$ cat src/rtl/out_port_uart_pkg.sv
// Shared constants for the output-port UART: transmitter state encoding,
// default geometry and the line-level decode used by the tx register.
package out_port_uart_pkg;

    localparam logic [1:0] ST_IDLE  = 2'd0;
    localparam logic [1:0] ST_START = 2'd1;
    localparam logic [1:0] ST_DATA  = 2'd2;
    localparam logic [1:0] ST_STOP  = 2'd3;

    localparam int DEFAULT_DEPTH        = 4;
    localparam int DEFAULT_CLKS_PER_BIT = 4;

    // Serial line level driven while the transmitter sits in a given state.
    function automatic logic line_level(input logic [1:0] state, input logic data_bit);
        case (state)
            ST_START: return 1'b0;
            ST_DATA:  return data_bit;
            default:  return 1'b1;
        endcase
    endfunction

endpackage

$ cat src/rtl/out_fifo.sv
// Synchronous FIFO feeding the UART transmitter. A push into a full FIFO is
// accepted only when a pop happens at the same edge; pops on empty are ignored.
module out_fifo #(
    parameter int DEPTH  = 4,
    parameter int DATA_W = 8
) (
    input  logic                    clk,
    input  logic                    reset,
    input  logic                    i_push,
    input  logic                    i_pop,
    input  logic [DATA_W-1:0]       i_data,
    output logic [DATA_W-1:0]       o_data,
    output logic [$clog2(DEPTH):0]  o_count,
    output logic                    o_full,
    output logic                    o_empty
);

    localparam int AW = $clog2(DEPTH);
    localparam int CW = AW + 1;

    logic [DATA_W-1:0] r_mem [DEPTH];
    logic [AW-1:0]     r_wptr;
    logic [AW-1:0]     r_rptr;
    logic [CW-1:0]     r_count;
    logic              w_pop;
    logic              w_push;

    assign o_full  = (r_count == CW'(DEPTH));
    assign o_empty = (r_count == '0);
    assign o_count = r_count;
    assign o_data  = r_mem[r_rptr];

    // When full, the slot being written is the one being read this edge;
    // the head is consumed from the pre-edge contents, so this is safe.
    assign w_pop  = i_pop && !o_empty;
    assign w_push = i_push && (!o_full || w_pop);

    always_ff @(posedge clk) begin
        if (w_push) begin
            r_mem[r_wptr] <= i_data;
        end
    end

    always_ff @(posedge clk) begin
        if (reset) begin
            r_wptr  <= '0;
            r_rptr  <= '0;
            r_count <= '0;
        end else begin
            if (w_push) begin
                r_wptr <= r_wptr + 1'b1;
            end
            if (w_pop) begin
                r_rptr <= r_rptr + 1'b1;
            end
            case ({w_push, w_pop})
                2'b10:   r_count <= r_count + 1'b1;
                2'b01:   r_count <= r_count - 1'b1;
                default: r_count <= r_count;
            endcase
        end
    end

endmodule

$ cat src/rtl/out_port_uart.sv
// Output port with a small FIFO and an 8N1 serial transmitter. Bytes written
// with doOut are queued and shifted out LSB first on tx.
module out_port_uart
    import out_port_uart_pkg::*;
#(
    parameter int DEPTH        = DEFAULT_DEPTH,
    parameter int CLKS_PER_BIT = DEFAULT_CLKS_PER_BIT
) (
    input  logic                    clk,
    input  logic                    reset,
    input  logic                    doOut,
    input  logic [7:0]              dbus,
    output logic                    tx,
    output logic                    busy,
    output logic                    full,
    output logic                    overflow,
    output logic [$clog2(DEPTH):0]  count
);

    localparam int TW = $clog2(CLKS_PER_BIT);

    logic [1:0]    r_state;
    logic [TW-1:0] r_tick;
    logic [2:0]    r_bit;
    logic [7:0]    r_shift;
    logic          r_tx;
    logic          r_overflow;

    logic [7:0]    w_fifo_data;
    logic          w_empty;
    logic          w_full;
    logic          w_pop;
    logic          w_drop;
    logic          w_tick_last;

    assign w_pop       = (r_state == ST_IDLE) && !w_empty;
    assign w_drop      = doOut && w_full && !w_pop;
    assign w_tick_last = (r_tick == TW'(CLKS_PER_BIT - 1));

    out_fifo #(
        .DEPTH  (DEPTH),
        .DATA_W (8)
    ) u_fifo (
        .clk     (clk),
        .reset   (reset),
        .i_push  (doOut),
        .i_pop   (w_pop),
        .i_data  (dbus),
        .o_data  (w_fifo_data),
        .o_count (count),
        .o_full  (w_full),
        .o_empty (w_empty)
    );

    // tx is registered from the pre-edge state, so the line trails the FSM by one cycle.
    always_ff @(posedge clk) begin
        if (reset) begin
            r_state    <= ST_IDLE;
            r_tick     <= '0;
            r_bit      <= '0;
            r_shift    <= '0;
            r_tx       <= 1'b1;
            r_overflow <= 1'b0;
        end else begin
            r_tx <= line_level(r_state, r_shift[0]);
            if (w_drop) begin
                r_overflow <= 1'b1;
            end
            case (r_state)
                ST_IDLE: begin
                    if (w_pop) begin
                        r_shift <= w_fifo_data;
                        r_state <= ST_START;
                        r_tick  <= '0;
                        r_bit   <= '0;
                    end
                end
                ST_START: begin
                    if (w_tick_last) begin
                        r_state <= ST_DATA;
                        r_tick  <= '0;
                        r_bit   <= '0;
                    end else begin
                        r_tick <= r_tick + 1'b1;
                    end
                end
                ST_DATA: begin
                    if (w_tick_last) begin
                        r_tick  <= '0;
                        r_shift <= {1'b0, r_shift[7:1]};
                        if (r_bit == 3'd7) begin
                            r_state <= ST_STOP;
                            r_bit   <= '0;
                        end else begin
                            r_bit <= r_bit + 1'b1;
                        end
                    end else begin
                        r_tick <= r_tick + 1'b1;
                    end
                end
                ST_STOP: begin
                    if (w_tick_last) begin
                        r_state <= ST_IDLE;
                        r_tick  <= '0;
                    end else begin
                        r_tick <= r_tick + 1'b1;
                    end
                end
                default: r_state <= ST_IDLE;
            endcase
        end
    end

    assign tx       = r_tx;
    assign busy     = (r_state != ST_IDLE) || !w_empty;
    assign full     = w_full;
    assign overflow = r_overflow;

endmodule

$ cat config.mk
export PLATFORM = sky130hd
export DESIGN_NAME = out_port_uart
export DESIGN_NICKNAME = d
export VERILOG_FILES = /design/src/rtl/out_port_uart_pkg.sv /design/src/rtl/out_fifo.sv /design/src/rtl/out_port_uart.sv
export SDC_FILE = /design/constraint.sdc
export NUM_CORES = 1
export LEC_CHECK = 0
export CORE_MARGIN = 5
export CORE_UTILIZATION = 29
export CTS_BUF_LIST = sky130_fd_sc_hd__clkbuf_8 sky130_fd_sc_hd__clkbuf_16
export DETAILED_ROUTE_END_ITERATION = 7
export GPL_ROUTABILITY_DRIVEN = 1
export SLEW_MARGIN = 20
export SYNTH_ARGS = -nofsm -noshare
export SYNTH_HDL_FRONTEND = slang
export SYNTH_SLANG_ARGS = --single-unit
$ cat constraint.sdc
create_clock -name clk -period 1.9 [get_ports clk]
set_input_delay 0.19 -clock clk [delete_from_list [all_inputs] [get_ports clk]]
set_output_delay 0.19 -clock clk [all_outputs]
set_load 0.02 [all_outputs]
After elaboration in Yosys (flattened, before gate mapping)
Memory sizes are Yosys's and may differ from the RTL's. A register that Yosys moved wholly into a read port is not among the register bits. Cells that the tools add are included.

Add/subtract/negate cells: 6. Multiply operators: 0. Div/mod/pow operators: 0. Order comparisons: 0. Equal/unequal tests: 13. Shift-type cells: 0. Multiplexer cells: 23. Bitwise gates (word level): 0. Reduce and logical (&&, ||, !) cells: 20.

Operator list (count): two-way mux 2 bit (9); two-way mux 8 bit (2); one-hot mux 8 bit (2 select lines) (1); two-way mux 3 bit (4); one-hot mux 3 bit (3 select lines) (1); == test 2 bit, second input constant (4); != test 2 bit, second input constant (4); one-hot mux 2 bit (4 select lines) (1); adder 2 x 1 -> 2 bit, second input constant (3); adder 3 x 1 -> 3 bit, second input constant (2); == test 3 bit, second input constant (2); one-hot mux 3 bit (2 select lines) (1); nonzero test 2 bit (3); logical AND 1 bit (5); AND reduction 5 bit (1); == test 2 x 1 -> 1 bit, second input constant (2); one-hot mux 2 bit (2 select lines) (1); AND reduction 4 bit (1); zero test 1 bit (3); zero test 3 bit (1); AND reduction 3 bit (1); nonzero test 3 bit (1); OR reduction 3 bit (1); subtractor 3 x 1 -> 3 bit, second input constant (1); 5 further kinds (7).

Register bits: 24. Bits in latches: 0. Bits in writable memories: 32. ROM bits: 0. Bits of input ports: 11. Word-level logic and storage cells: 72. Memories kept: 1.

Memories: u_fifo.r_mem (words 4, width 8, rd ports 1, clocked after Yosys merged registers in 1, wr ports 1, RTL line out_fifo.sv:21) `logic [DATA_W-1:0] r_mem [DEPTH];`.

Longest topological paths before layout
Depth in word-level cells: 8. Mapped depth: 9.

Modules after synthesis
A second synthesis with hierarchy kept.

Cells, all modules: 191. Area, all modules: 2617.5 µm².

By module, submodules not included: out_fifo (times used 1, cells each 96, area each 1645.3 µm², seq. area each 1141.1 µm²); out_port_uart (times used 1, cells each 95, area each 972.2 µm², seq. area each 340.3 µm²).

Worst setup path before layout
OpenSTA, ideal clock, no wires.

Path kind: register to register. From: reg r_state[0]. To: reg u_fifo.r_count[2] (netlist: u_fifo.o_count[2]). Arrival time: 1.992 ns. Data required time: 1.779 ns. Slack: -0.214 ns. Cell stages (with the launch flop): 9. Cells stage by stage: dfxtp_1 -> inv_1 -> ha_1 -> buf_2 -> o31a_2 -> nand2b_1 -> fa_1 -> o31ai_2 -> mux2_4.

Cells in the longest elaborated chain, start to end: 7. Elaborated cells on any way between the ends: 9. Those cells by class: 2 x eq/ne; 1 x mux; 6 x reduce/logical.

RTL lines: from (decl) (RTL line out_port_uart.sv:22) `logic [1:0] r_state;`; from (signal assigned) (RTL line out_port_uart.sv:58) `r_state <= ST_IDLE;`; from (signal assigned) (RTL line out_port_uart.sv:73) `r_state <= ST_START;`; from (signal assigned) (RTL line out_port_uart.sv:80) `r_state <= ST_DATA;`; zero test 2 bit (*) (RTL line out_port_uart.sv:36) `assign w_pop = (r_state == ST_IDLE) && !w_empty;`; logical AND 1 bit (*) (RTL line out_port_uart.sv:36); logical AND 1 bit (*) (RTL line out_fifo.sv:35) `assign w_pop = i_pop && !o_empty;`; logical OR 1 bit (RTL line out_fifo.sv:36) `assign w_push = i_push && (!o_full || w_pop);`; logical AND 1 bit (RTL line out_fifo.sv:36); == test 2 x 1 -> 1 bit / == test 2 bit (equally long branches) (RTL line out_fifo.sv:56) `case ({w_push, w_pop})`; one-hot mux 3 bit (2 select lines) / nonzero test 2 bit (equally long branches); to (signal assigned) (RTL line out_fifo.sv:57) `2'b10: r_count <= r_count + 1'b1;`; to (signal assigned) (RTL line out_fifo.sv:58) `2'b01: r_count <= r_count - 1'b1;`; to (signal assigned) (RTL line out_fifo.sv:59) `default: r_count <= r_count;`; to (decl) (RTL line out_fifo.sv:24) `logic [CW-1:0] r_count;`.

Every way passes the cells marked *; elsewhere a longest branch is shown, timed or not. A chain may end at the register's enable or synchronous reset.

Worst setup path in the final report
Ends and elaborated chain as after synthesis.

==> run metrics <==
clk sinks=58; period utilization=95.4%; Fin. Hold Viols=0; DP Area=2960 µm²; largest area contributor in the netlist=edfxtp_1; fin nets=250; post-route cell area=3220 µm²; power per cell area=1500 nW/µm²; clock skew=6.40 ps; Cells after Synth=192; Routed WL=4450 µm; initial drt markers=52; CP peak stage delay=350 ps; Fmax achieved=552 MHz; Top delay family on crit path=adder cells; Post-Syn Area=2580 µm²; # port buffers=17; initial antenna violation count=0; routability-driven placement congestion ratio=0.726; GR peak layer=met2; Num CTS Buffers=9; endpoint class of the critical path=flop; cell-internal power=3230 µW; CP Cell Sequence=inv_4 -> ha_4 -> o31a_4 -> nand2b_1 -> fa_2 -> o31ai_2 -> mux2_4; largest net degree at the start of global routing=15; RSZ-0062 raised after global routing=false; clk slew on worst S/H paths=70 ps; setup_tns=0 ps; GRT Total Usage=8.82%; GRT met1 Usage=11.4%; Vias=1552; Synth warnings=0; H-tree Lvls=3; Cell variety after synth=43; Crit Path Category=flop to flop; max-cap violation count=0; Max clock buf depth=2; fraction of layout cells with a size suffix above 1=27.7%; die height=104 µm; CORE AREA=8720 µm²; HPWL after DPL=3110 µm; grt met3 use=3.48%; number of synthesized flops with an enable pin=32; WP data arrival=2030 ps; drt first pass iters=4; ANT cells=0; CP startpoint kind=flop; top post-synthesis cells by area=edfxtp_1 37%, dfxtp_1 20%, mux4_2 7.0%; min Tclk post-route=1810 ps; NetSw=1600 µW; die width=104 µm; number of core rows=34; Max Slew Vio Count=0; met2 GRT Util=13.2%; Synth async-reset ratio=0%; first-pass GRT wire length=7670 µm; CTS Root Buffer Type=clkbuf_8; number of buffers and inverters on the critical path=1; Seq/Total Area, Yosys=57.4%; Setup violations, final=0; full die area=10900 µm²; VDD IR-drop max=643 µV; WL/cell=13.1 µm; critical path data required time=2120 ps; Clock Latency Late Sink=330 ps; Synthesized Nets=216; Ports=18; CP max stage cell=fa_2; Max-Slew Margin vs Limit=73.3%; number of global-route vias before repair=1538; Clock Power Share=26.4%; status=completed; starting density of the core=29.6%; fill count=832; syn avg cell area=13.5 µm²; sequential power share=35.2%; post-synth top area share=37.2%; ANT nets after route=0; synth-to-layout area growth=24.7%; Most used DFF post-synth=edfxtp_1; Worst-Margin Slew=399 ps; HP Class=flop to flop; DRC Markers=0; leakage power=0.00117 µW; Comb pwr share=38.4%; Congestion Overflow GR=0; CTS tree=done; switching portion of total power=33.1%; Critical Path Fanout Max=4; count of hold-fix buffers inserted at cts=0; DR vias/cell=4.58; #FFs+latches synth=58
-- metal layers --
layer	part of all wire [%]	vias to the layer above
li1	-	767
met1	47	755
met2	48	22
met3	3.4	8
met4	1.4	0
met5	0	-
-- tightest hold or removal path, delay by kind of cell (launching register included) --
kind | cells | cell delay, ps
DFF | 1 | 320
AOI/OAI and AO/OA | 1 | 50
and+or+nand+nor | 1 | 50
-- path summary, 6_finish.rpt --
kind / cells past startpoint / start / endpoint / slack, ps
setup / recovery: 7 / r_state[0] / u_fifo.o_count[2] / 90
hold / removal: 2 / r_tick[1] / r_tick[1] / 460
hold reg to reg: 2 / r_tick[1] / r_tick[1] / 460
setup reg to reg: 7 / r_state[0] / u_fifo.o_count[2] / 90
-- cell usage after synthesis, drive strengths merged, types with 2 or more instances --
cell / n
dfxtp: 26
nand2b: 7
nand3: 3
a21oi: 6
nand3b: 3
a31oi: 2
a211oi: 9
nand2: 4
inv: 12
and2: 4
clkbuf: 4
mux4: 8
ha: 12
nor2: 19
o2111ai: 2
mux2i: 11
edfxtp: 32
xor2: 3
buf: 7
o21ai: 2
xnor2: 2
-- layout make-up --
type                       count  area (µm²)  area share [%]
inverter                      12        47.5            1.48
sequential                    58        1490            46.1
clock buffer                   9         124            3.85
tap                          108         135            4.20
clock inverter                 7         103            3.19
timing repair buffer          34         295            9.17
multi-input combinational    111        1030            32.0
-- cells by family after synthesis --
group	after synthesis	synth area share (%)
compound gates	26	7.90
xor+xnor	5	1.70
fa+ha+maj	13	6.59
buf+inv	23	3.88
flops	58	57.4
mux	20	11.8
simple gates	47	10.8
-- power by group through the flow --
stage / clock network (µW) / logic, µW / registers [µW]
global placement: 0 / 1790 / 1710
CTS: 1310 / 1810 / 1700
detailed placement: 0 / 1820 / 1720
finish: 1270 / 1850 / 1700
floorplan: 0 / 1340 / 1700
global route: 1380 / 2070 / 1720
-- what timing repair did --
| item | CTS | global route |
|---|---|---|
| resized for setup | 3 | 6 |
| setup buffers | 0 | 1 |
| endpoints found under the setup margin | 2 | 3 |
| pin swaps | 0 | 1 |
-- registers in the layout (all words and copies together) (netlist names), named ones only --
register        count
r_state             2
u_fifo.r_rptr       2
u_fifo.o_count      3
r_tick              2
r_bit               3
overflow            1
tx                  1
r_shift             8
u_fifo.r_mem       32
u_fifo.r_wptr       2
-- cell usage in the layout (no fill, tap or decap), types with 2 or more instances in the layout --
master	n
a211oi_1	9
a21oi_1	4
a21oi_2	2
a31oi_1	2
and2_1	4
buf_4	17
bufinv_16	2
clkbuf_8	9
clkdlybuf4s50_1	15
clkinv_4	3
dfxtp_1	23
dfxtp_2	3
dlygate4sd2_1	2
edfxtp_1	32
ha_1	11
inv_1	9
inv_2	2
mux2i_1	11
mux4_2	8
nand2_1	4
nand2b_1	5
nand2b_4	2
nand3_1	3
nand3b_1	3
nor2_1	18
xnor2_1	2
xor2_1	3
-- stage by stage --
step	power [µW]	hold WS, ps	std cells	setup slack [ps]	utilization [%]
floorplan	3040	289	192	-18.8	-
global placement	3500	444	322	52.4	34.0
detailed placement	3540	450	322	23.6	34.0
CTS	4820	460	338	3.32	36.6
global route	5170	469	339	22.8	36.9
finish	4830	457	339	87.7	36.9
Note: power is estimated with default switching activity, not from simulation.
